[config.mk]
export PLATFORM = sky130hd
export DESIGN_NAME = demux_buffer_flat
export DESIGN_NICKNAME = d
export VERILOG_FILES = /design/src/rtl/demux_buffer_pkg.sv /design/src/rtl/demux_buffer_if.sv /design/src/rtl/demux_buffer_sync_fifo.sv /design/src/rtl/demux_buffer.sv /design/src/flat_wrapper.sv
export SDC_FILE = /design/constraint.sdc
export NUM_CORES = 1
export LEC_CHECK = 0
export ABC_AREA = 1
export CORE_UTILIZATION = 50
export DETAILED_ROUTE_END_ITERATION = 6
export PLACE_DENSITY_LB_ADDON = 0.08
export SYNTH_ARGS = -nofsm -noshare
export SYNTH_HDL_FRONTEND = slang
export SYNTH_SLANG_ARGS = --single-unit
export TNS_END_PERCENT = 30
[constraint.sdc]
create_clock -name clk -period 2.4 [get_ports clk]
set_clock_uncertainty 0.15 [all_clocks]
set_input_delay 0.36 -clock clk [delete_from_list [all_inputs] [get_ports clk]]
set_output_delay 0.36 -clock clk [all_outputs]
set_load 0.1 [all_outputs]
[src/rtl/demux_buffer_pkg.sv]
// demux_buffer_pkg
// Shared definitions for the demux_buffer block: default sizing, the
// destination select encoding and the valid/ready handshake-fire helper.
package demux_buffer_pkg;

    localparam int WIDTH_DEF = 32;
    localparam int DEPTH_DEF = 2;

    // Destination encoding carried on the select line.
    localparam logic SEL_OUT1 = 1'b0;
    localparam logic SEL_OUT2 = 1'b1;

    // A transfer happens on a clock edge where both sides agree.
    function automatic logic hs_fire(input logic valid, input logic ready);
        return valid && ready;
    endfunction

endpackage

[src/rtl/demux_buffer_if.sv]
// demux_buffer_if
// Bundles the producer-side and both consumer-side handshakes of the
// demux_buffer.
//   master : the environment (producer drives in/select/in_valid,
//            consumers drive out1_ready/out2_ready)
//   slave  : the demux_buffer itself
interface demux_buffer_if
    import demux_buffer_pkg::*;
#(
    parameter int WIDTH = WIDTH_DEF,
    parameter int DEPTH = DEPTH_DEF
);

    logic [WIDTH-1:0]         in;
    logic                     select;
    logic                     in_valid;
    logic                     in_ready;
    logic [WIDTH-1:0]         out1;
    logic                     out1_valid;
    logic                     out1_ready;
    logic [WIDTH-1:0]         out2;
    logic                     out2_valid;
    logic                     out2_ready;
    logic [$clog2(DEPTH):0]   count1;
    logic [$clog2(DEPTH):0]   count2;

    modport master (
        output in, select, in_valid, out1_ready, out2_ready,
        input  in_ready, out1, out1_valid, out2, out2_valid, count1, count2
    );

    modport slave (
        input  in, select, in_valid, out1_ready, out2_ready,
        output in_ready, out1, out1_valid, out2, out2_valid, count1, count2
    );

endinterface

[src/rtl/demux_buffer_sync_fifo.sv]
// demux_buffer_sync_fifo
// Single-clock FIFO with registered storage and a registered occupancy
// counter. The head entry is always presented on dout_o.
//   clk, reset_n : clock, asynchronous active-low reset (flushes contents)
//   push_i/din_i : write din_i at the tail (ignored when full)
//   pop_i        : advance the head (ignored when empty)
//   dout_o       : head entry
//   full_o/empty_o/count_o : occupancy status
module demux_buffer_sync_fifo #(
    parameter int WIDTH = 32,
    parameter int DEPTH = 2
) (
    input  logic                   clk,
    input  logic                   reset_n,
    input  logic                   push_i,
    input  logic                   pop_i,
    input  logic [WIDTH-1:0]       din_i,
    output logic [WIDTH-1:0]       dout_o,
    output logic                   full_o,
    output logic                   empty_o,
    output logic [$clog2(DEPTH):0] count_o
);

    localparam int AW = $clog2(DEPTH);
    localparam int CW = AW + 1;
    localparam logic [AW-1:0] PTR_ONE  = AW'(1'b1);
    localparam logic [CW-1:0] CNT_ONE  = CW'(1'b1);
    localparam logic [CW-1:0] CNT_FULL = CW'(DEPTH);
    localparam logic [CW-1:0] CNT_ZERO = CW'(1'b0);

    logic [WIDTH-1:0] mem_q [DEPTH];
    logic [AW-1:0]    wr_ptr_q, wr_ptr_d;
    logic [AW-1:0]    rd_ptr_q, rd_ptr_d;
    logic [CW-1:0]    count_q,  count_d;
    logic             do_push_s, do_pop_s;

    // Status flags and qualified push/pop so the FIFO protects itself
    // against overflow and underflow.
    always_comb begin
        full_o    = (count_q == CNT_FULL);
        empty_o   = (count_q == CNT_ZERO);
        do_push_s = push_i && !full_o;
        do_pop_s  = pop_i && !empty_o;
        count_o   = count_q;
        dout_o    = mem_q[rd_ptr_q];
    end

    // Next-state for pointers (wrap modulo DEPTH via natural overflow) and count.
    always_comb begin
        wr_ptr_d = wr_ptr_q;
        rd_ptr_d = rd_ptr_q;
        count_d  = count_q;
        if (do_push_s) begin
            wr_ptr_d = wr_ptr_q + PTR_ONE;
        end else begin
            wr_ptr_d = wr_ptr_q;
        end
        if (do_pop_s) begin
            rd_ptr_d = rd_ptr_q + PTR_ONE;
        end else begin
            rd_ptr_d = rd_ptr_q;
        end
        case ({do_push_s, do_pop_s})
            2'b10:   count_d = count_q + CNT_ONE;
            2'b01:   count_d = count_q - CNT_ONE;
            default: count_d = count_q;
        endcase
    end

    // Pointer and occupancy registers.
    always_ff @(posedge clk or negedge reset_n) begin
        if (!reset_n) begin
            wr_ptr_q <= {AW{1'b0}};
            rd_ptr_q <= {AW{1'b0}};
            count_q  <= {CW{1'b0}};
        end else begin
            wr_ptr_q <= wr_ptr_d;
            rd_ptr_q <= rd_ptr_d;
            count_q  <= count_d;
        end
    end

    // Storage; cleared on reset so the head reads zero while in reset.
    always_ff @(posedge clk or negedge reset_n) begin
        if (!reset_n) begin
            for (int i = 0; i < DEPTH; i++) begin
                mem_q[i] <= {WIDTH{1'b0}};
            end
        end else if (do_push_s) begin
            mem_q[wr_ptr_q] <= din_i;
        end else begin
            mem_q[wr_ptr_q] <= mem_q[wr_ptr_q];
        end
    end

endmodule

[src/rtl/demux_buffer.sv]
// demux_buffer
// Routes one word stream to one of two destinations according to select,
// each destination buffered by its own FIFO so a stalled consumer never
// blocks the other.
//   clk, reset_n : clock, asynchronous active-low reset
//   bus (slave)  : producer handshake (in/select/in_valid/in_ready) and
//                  two consumer handshakes (outN/outN_valid/outN_ready)
//                  plus per-FIFO occupancy (count1/count2)
module demux_buffer
    import demux_buffer_pkg::*;
#(
    parameter int WIDTH = WIDTH_DEF,
    parameter int DEPTH = DEPTH_DEF
) (
    input  logic         clk,
    input  logic         reset_n,
    demux_buffer_if.slave bus
);

    logic full1_s, full2_s;
    logic empty1_s, empty2_s;
    logic sel_full_s;
    logic in_ready_s;
    logic accept_s;
    logic push1_s, push2_s;
    logic pop1_s, pop2_s;

    // Select decode: in_ready looks only at the stored occupancy of the
    // addressed FIFO, never at the consumer ready lines.
    always_comb begin
        sel_full_s = 1'b1;
        push1_s    = 1'b0;
        push2_s    = 1'b0;
        case (bus.select)
            SEL_OUT1: sel_full_s = full1_s;
            SEL_OUT2: sel_full_s = full2_s;
            default:  sel_full_s = 1'b1;
        endcase
        if (reset_n) begin
            in_ready_s = !sel_full_s;
        end else begin
            in_ready_s = 1'b0;
        end
        accept_s = hs_fire(bus.in_valid, in_ready_s);
        if (accept_s) begin
            push1_s = (bus.select == SEL_OUT1);
            push2_s = (bus.select == SEL_OUT2);
        end else begin
            push1_s = 1'b0;
            push2_s = 1'b0;
        end
        pop1_s = hs_fire(!empty1_s, bus.out1_ready);
        pop2_s = hs_fire(!empty2_s, bus.out2_ready);
    end

    assign bus.in_ready   = in_ready_s;
    assign bus.out1_valid = !empty1_s;
    assign bus.out2_valid = !empty2_s;

    demux_buffer_sync_fifo #(.WIDTH(WIDTH), .DEPTH(DEPTH)) u_fifo1 (
        .clk     (clk),
        .reset_n (reset_n),
        .push_i  (push1_s),
        .pop_i   (pop1_s),
        .din_i   (bus.in),
        .dout_o  (bus.out1),
        .full_o  (full1_s),
        .empty_o (empty1_s),
        .count_o (bus.count1)
    );

    demux_buffer_sync_fifo #(.WIDTH(WIDTH), .DEPTH(DEPTH)) u_fifo2 (
        .clk     (clk),
        .reset_n (reset_n),
        .push_i  (push2_s),
        .pop_i   (pop2_s),
        .din_i   (bus.in),
        .dout_o  (bus.out2),
        .full_o  (full2_s),
        .empty_o (empty2_s),
        .count_o (bus.count2)
    );

endmodule

[src/flat_wrapper.sv]
// flat-port wrapper written by rule: the top's interface ports become plain ports
module demux_buffer_flat import demux_buffer_pkg::*;
#(
    parameter int WIDTH = WIDTH_DEF,
    parameter int DEPTH = DEPTH_DEF
)
  (clk, reset_n, bus_in, bus_select, bus_in_valid, bus_out1_ready, bus_out2_ready, bus_in_ready, bus_out1, bus_out1_valid, bus_out2, bus_out2_valid, bus_count1, bus_count2);
  demux_buffer_if #(.WIDTH(WIDTH), .DEPTH(DEPTH)) bus_i ();
  input  logic clk;
  input  logic reset_n;
  input wire logic [$bits(bus_i.in)-1:0] bus_in;
  input wire logic [$bits(bus_i.select)-1:0] bus_select;
  input wire logic [$bits(bus_i.in_valid)-1:0] bus_in_valid;
  input wire logic [$bits(bus_i.out1_ready)-1:0] bus_out1_ready;
  input wire logic [$bits(bus_i.out2_ready)-1:0] bus_out2_ready;
  output wire logic [$bits(bus_i.in_ready)-1:0] bus_in_ready;
  output wire logic [$bits(bus_i.out1)-1:0] bus_out1;
  output wire logic [$bits(bus_i.out1_valid)-1:0] bus_out1_valid;
  output wire logic [$bits(bus_i.out2)-1:0] bus_out2;
  output wire logic [$bits(bus_i.out2_valid)-1:0] bus_out2_valid;
  output wire logic [$bits(bus_i.count1)-1:0] bus_count1;
  output wire logic [$bits(bus_i.count2)-1:0] bus_count2;
  assign bus_i.in = bus_in;
  assign bus_i.select = bus_select;
  assign bus_i.in_valid = bus_in_valid;
  assign bus_i.out1_ready = bus_out1_ready;
  assign bus_i.out2_ready = bus_out2_ready;
  assign bus_in_ready = bus_i.in_ready;
  assign bus_out1 = bus_i.out1;
  assign bus_out1_valid = bus_i.out1_valid;
  assign bus_out2 = bus_i.out2;
  assign bus_out2_valid = bus_i.out2_valid;
  assign bus_count1 = bus_i.count1;
  assign bus_count2 = bus_i.count2;
  demux_buffer #(.WIDTH(WIDTH), .DEPTH(DEPTH)) u_core (.clk(clk), .reset_n(reset_n), .bus(bus_i));
endmodule
==> flow_metrics.tcl, run 1 <==
set metrics [dict create \
    synth_top_area_share_pct 46.4 \
    syn_to_final_growth_pct 34.0 \
    path_cells "buf_12, o21ai_1, buf_12" \
    yosysTopAreaCell "dfrtp_1" \
    fin_crit_ps 2290 \
    antennaDiodeCount 0 \
    finalNetCount 1165 \
    root_buffer "clkbuf_16" \
    worst-r2r-setup-slack_ps 310 \
    place_inst 1285 \
    die-area_sq_um 15200 \
    synth_area_leaders "dfrtp_1, nand2_1, nand3_1" \
    max_slew_margin_pct 31.9 \
    hpwl_um 10800 \
    period_share_pct 95.2 \
    cts_made_buffers 17 \
    path_class "reg2out" \
    cp_common_cell "buf_12" \
    syn_nets 1088 \
    ys_ff_latch 136 \
    die_w_um 123 \
    required_ps 1890 \
    grt_max_degree 162 \
    yosysUniqueCellTypes 22 \
    stdcell_count 1318 \
    worst_pin_slew_ps 1020 \
    numClockSinks 136 \
    cts_setup_buffers 0 \
    cts.clk_slew.worst_paths_ps 60 \
    seq_area_frac_synth_pct 46.4 \
    antenna_found_initial 0 \
    cp_slowest_cell "dfrtp_4" \
    grt.overflow.total 0 \
    cts_max_path_buffers 2 \
    synth_cells 1048 \
    outcome "completed" \
    grtUsageTotal_pct 24.7 \
    slowest_delay_ps 590 \
    pre_cts_slack_ps 138 \
    antenna_left 0 \
    mostFrequentLayoutCell "nand2_1" \
    rsz0062_at_grt "no" \
    drc 0 \
    start_kind "flip-flop" \
    critPathTopFamily "flip-flops" \
    clk_latency_ps 420 \
    dr.pass1.iters 5 \
    routed_wl_um 17600 \
    maxCapViolCount 0 \
    finalSetupViolations 0 \
    num_io_pins 109 \
    core_area_sq_um 14100 \
    h-tree-depth 4 \
    synthesis.area_sq_um 7340 \
    fin_ws_ps 115 \
    hold_violations 0 \
    drv_slew 0 \
    drive_above_1_share_pct 12.0 \
    io_buffer_count 108 \
    via_per_inst 5.01 \
    crit_path_end_kind "output pin" \
    grt_pass1_vias 5944 \
    setup-tns-final_ps 0 \
    syn_area_per_cell_sq_um 7.00 \
    die_h_um 123 \
    grt_pass1_wl_um 28900 \
    ys_warn_count 0 \
    cts_tree "built" \
    path_buf_inv 2 \
    drt_iter0_markers 523 \
    fmax_mhz 438 \
    gp_congestion 0.740 \
    layout_common_cells "nand2_1, inv_1, nand3_1" \
    via_count 6598 \
    wl_per_cell_um 13.4 \
    hp-class "in2async" \
    fp-row-count 43 \
    start_util_pct 52.0 \
    crit_fanout 34 \
    arrival_ps 1780 \
]
[layout make-up]
cell class,instances,area (sq um)
fill,1144,4260
sequential,136,3420
multi-input combinational,673,2970
timing repair buffer,126,1940
inverter,171,642
clock buffer,24,502
tap,180,225
clock inverter,8,140
[cells by family (layout without fill, tap and decap cells)]
logic type	after synthesis	after routing	share of synthesized area (%)
flip-flops	136	136	46.4
buffers and inverters	239	329	13.3
AND/OR/NAND/NOR	532	532	30.1
XOR/XNOR	7	7	0.836
AO/OA/AOI/OAI	132	132	9.01
adder cells (fa/ha/maj)	2	2	0.341
[repair_timing]
item	in CTS	in global routing
setup endpoints to repair	0	2
hold buffers	1	0
hold endpoints to repair	3	0
resized for setup	0	1
[through the flow]
step,hold WS (ps),area [sq um],util [%]
after floorplan,-85.6,7350,-
after global placement,17.8,9180,65.1
after detailed placement,16.5,9180,65.1
after CTS,176,9830,69.7
after global routing,195,9830,69.7
final,189,9830,69.7
[cell usage after synthesis, drive strengths merged]
cell type  count
nand4          2
clkbuf        35
nand2        299
a21oi         34
o21ai         98
buf           33
inv          171
nor2          99
xor2           3
ha             2
xnor2          4
nand3        132
dfrtp        136
[registers in the layout, summed over array words and instances (netlist names)]
signal	count
u_core.u_fifo1.rd_ptr_q	1
u_core.u_fifo1.mem_q	64
u_core.u_fifo2.rd_ptr_q	1
u_core.u_fifo2.mem_q	64
u_core.u_fifo1.count_o	2
u_core.u_fifo2.wr_ptr_q	1
u_core.u_fifo2.count_o	2
u_core.u_fifo1.wr_ptr_q	1
[worst paths after layout]
path	cells past startpoint	to	start
worst max-delay path	3	bus_out2[29]	u_core.u_fifo2.rd_ptr_q$_DFFE_PN0P_
worst min-delay path	2	u_core.u_fifo2.count_o[0]$_DFFE_PN0P_	reset_n
worst max register to register	7	u_core.u_fifo2.mem_q[18]$_DFFE_PN0P_	u_core.u_fifo2.count_o[0]$_DFFE_PN0P_
worst min register to register	2	u_core.u_fifo2.mem_q[35]$_DFFE_PN0N_	u_core.u_fifo2.mem_q[35]$_DFFE_PN0N_
max in group asynchronous	3	u_core.u_fifo1.mem_q[51]$_DFFE_PN0N_	reset_n
min in group clk	4	u_core.u_fifo1.wr_ptr_q$_DFFE_PN0N_	bus_select
[routing by layer]
layer / vias up / wire [um] / track usage (%)
li1: 3356 / - / -
met1: 3082 / 8300 / 34.8
met2: 145 / 8320 / 38.2
met3: 15 / 798 / 5.63
met4: 0 / 179 / 6.93
met5: - / 0 / 0
Power of run 1 is left out: the tool's default activity adds up to more than one toggle a clock period on the data nets, which glitch-free logic cannot reach.
==> run 2: changes to the inputs <==
SLEW_MARGIN = 20   (was unset)
==> run 2 against run 1 <==
Against the previous run:
- hold slack gained 1.9 ps
- utilization barely moved
- routed wire length about the same
- setup slack gained 1.0 ps
- non-clock buffer count did not move
- cell area barely moved
- via count up 0.15%
- die area unchanged
- global-route usage is the same
- register-to-register slack hardly changed
- first-iteration DRC count up 0.19%
- largest cell class unchanged
- highest routed layer unchanged
==> flow_metrics.tcl, run 2 (synthesis gave the netlist of run 1 again) <==
set metrics [dict create \
    path_class "reg2out" \
    path_buf_inv 2 \
    core_area_sq_um 14100 \
    crit_path_end_kind "output pin" \
    root_buffer "clkbuf_16" \
    slowest_delay_ps 590 \
    via_count 6608 \
    hp-class "in2async" \
    max_slew_margin_pct 48.5 \
    syn_to_final_growth_pct 34.1 \
    drive_above_1_share_pct 12.0 \
    finalSetupViolations 0 \
    grt_max_degree 162 \
    die-area_sq_um 15200 \
    path_cells "buf_12, o21ai_1, buf_12" \
    grt_pass1_wl_um 28900 \
    outcome "completed" \
    mostFrequentLayoutCell "nand2_1" \
    die_h_um 123 \
    hpwl_um 10800 \
    drc 0 \
    numClockSinks 136 \
    grtUsageTotal_pct 24.7 \
    crit_fanout 34 \
    antenna_found_initial 0 \
    via_per_inst 5.01 \
    antenna_left 0 \
    fin_crit_ps 2280 \
    cp-endpoint "bus_out2[29]" \
    antennaDiodeCount 0 \
    start_util_pct 52.0 \
    reg2reg_depth 7 \
    h-tree-depth 4 \
    required_ps 1890 \
    cts_made_buffers 17 \
    rsz0062_at_grt "no" \
    wl_per_cell_um 13.4 \
    cp.depth 3 \
    die_w_um 123 \
    worstReg2RegEnd "u_core.u_fifo2.mem_q[18]$_DFFE_PN0P_" \
    grt.overflow.total 0 \
    layout_common_cells "nand2_1, inv_1, nand3_1" \
    clk_latency_ps 420 \
    maxCapViolCount 0 \
    top_regs "u_core.u_fifo1.mem_q (64), u_core.u_fifo2.mem_q (64)" \
    cp-startpoint "u_core.u_fifo2.rd_ptr_q$_DFFE_PN0P_" \
    cts_tree "built" \
    gp_congestion 0.740 \
    cp_slowest_cell "dfrtp_4" \
    hold_violations 0 \
    grt_pass1_vias 5944 \
    worst-r2r-setup-slack_ps 310 \
    place_inst 1285 \
    period_share_pct 95.2 \
    cts_max_path_buffers 2 \
    io_buffer_count 108 \
    arrival_ps 1770 \
    routed_wl_um 17600 \
    reg2reg_from "u_core.u_fifo2.count_o[0]$_DFFE_PN0P_" \
    cp_common_cell "buf_12" \
    dr.pass1.iters 5 \
    stdcell_count 1318 \
    num_io_pins 109 \
    fmax_mhz 438 \
    cts.clk_slew.worst_paths_ps 60 \
    fp-row-count 43 \
    drv_slew 0 \
    critPathTopFamily "flip-flops" \
    finalNetCount 1165 \
    start_kind "flip-flop" \
    worst_pin_slew_ps 771 \
    drt_iter0_markers 524 \
]
[run 2: timing repair]
item                                    4_1_cts  5_1_grt
endpoints found under the hold margin         3        0
endpoints found under the setup margin        0        2
setup buffers                                 0        0
hold buffers                                  1        0
resized for setup                             0        1
[run 2: per-stage QoR]
stage	hold slack (ps)	util (%)	setup slack (ps)	area [sq um]	TNS [ps]
finish	191	69.8	116	9840	0
CTS	176	69.7	40.7	9830	0
global placement	17.8	65.1	170	9180	0
detailed placement	16.5	65.1	138	9180	0
floorplan	-85.6	-	-248	7350	-9880
global route	197	69.8	45.1	9840	0
[run 2: metal layers]
layer,up-vias,routed length (um),global-route usage (%)
li1,3356,-,-
met1,3082,8240,34.8
met2,156,8330,38.2
met3,14,861,5.63
met4,0,164,6.93
met5,-,0,0
[run 2: worst min path at each step]
stage,start,end,slack (ps),cells after the start
6_report,reset_n,u_core.u_fifo2.count_o[0]$_DFFE_PN0P_,190,2
3_3_place_gp,reset_n,u_core.u_fifo2.rd_ptr_q$_DFFE_PN0P_,20,1
5_1_grt,reset_n,u_core.u_fifo2.count_o[1]$_DFFE_PN0P_,200,2
4_1_cts,reset_n,u_core.u_fifo2.count_o[0]$_DFFE_PN0P_,180,2
3_5_place_dp,reset_n,u_core.u_fifo2.count_o[0]$_DFFE_PN0P_,20,1
2_1_floorplan,reset_n,u_core.u_fifo1.count_o[0]$_DFFE_PN0P_,-90,0
[run 2: layout make-up]
class	instances	area (sq um)
tap	180	225
timing repair buffer	126	1940
inverter	171	642
sequential	136	3420
clock inverter	8	140
fill	1145	4260
clock buffer	24	502
multi-input combinational	673	2970
Power of run 2 is left out for the same reason.
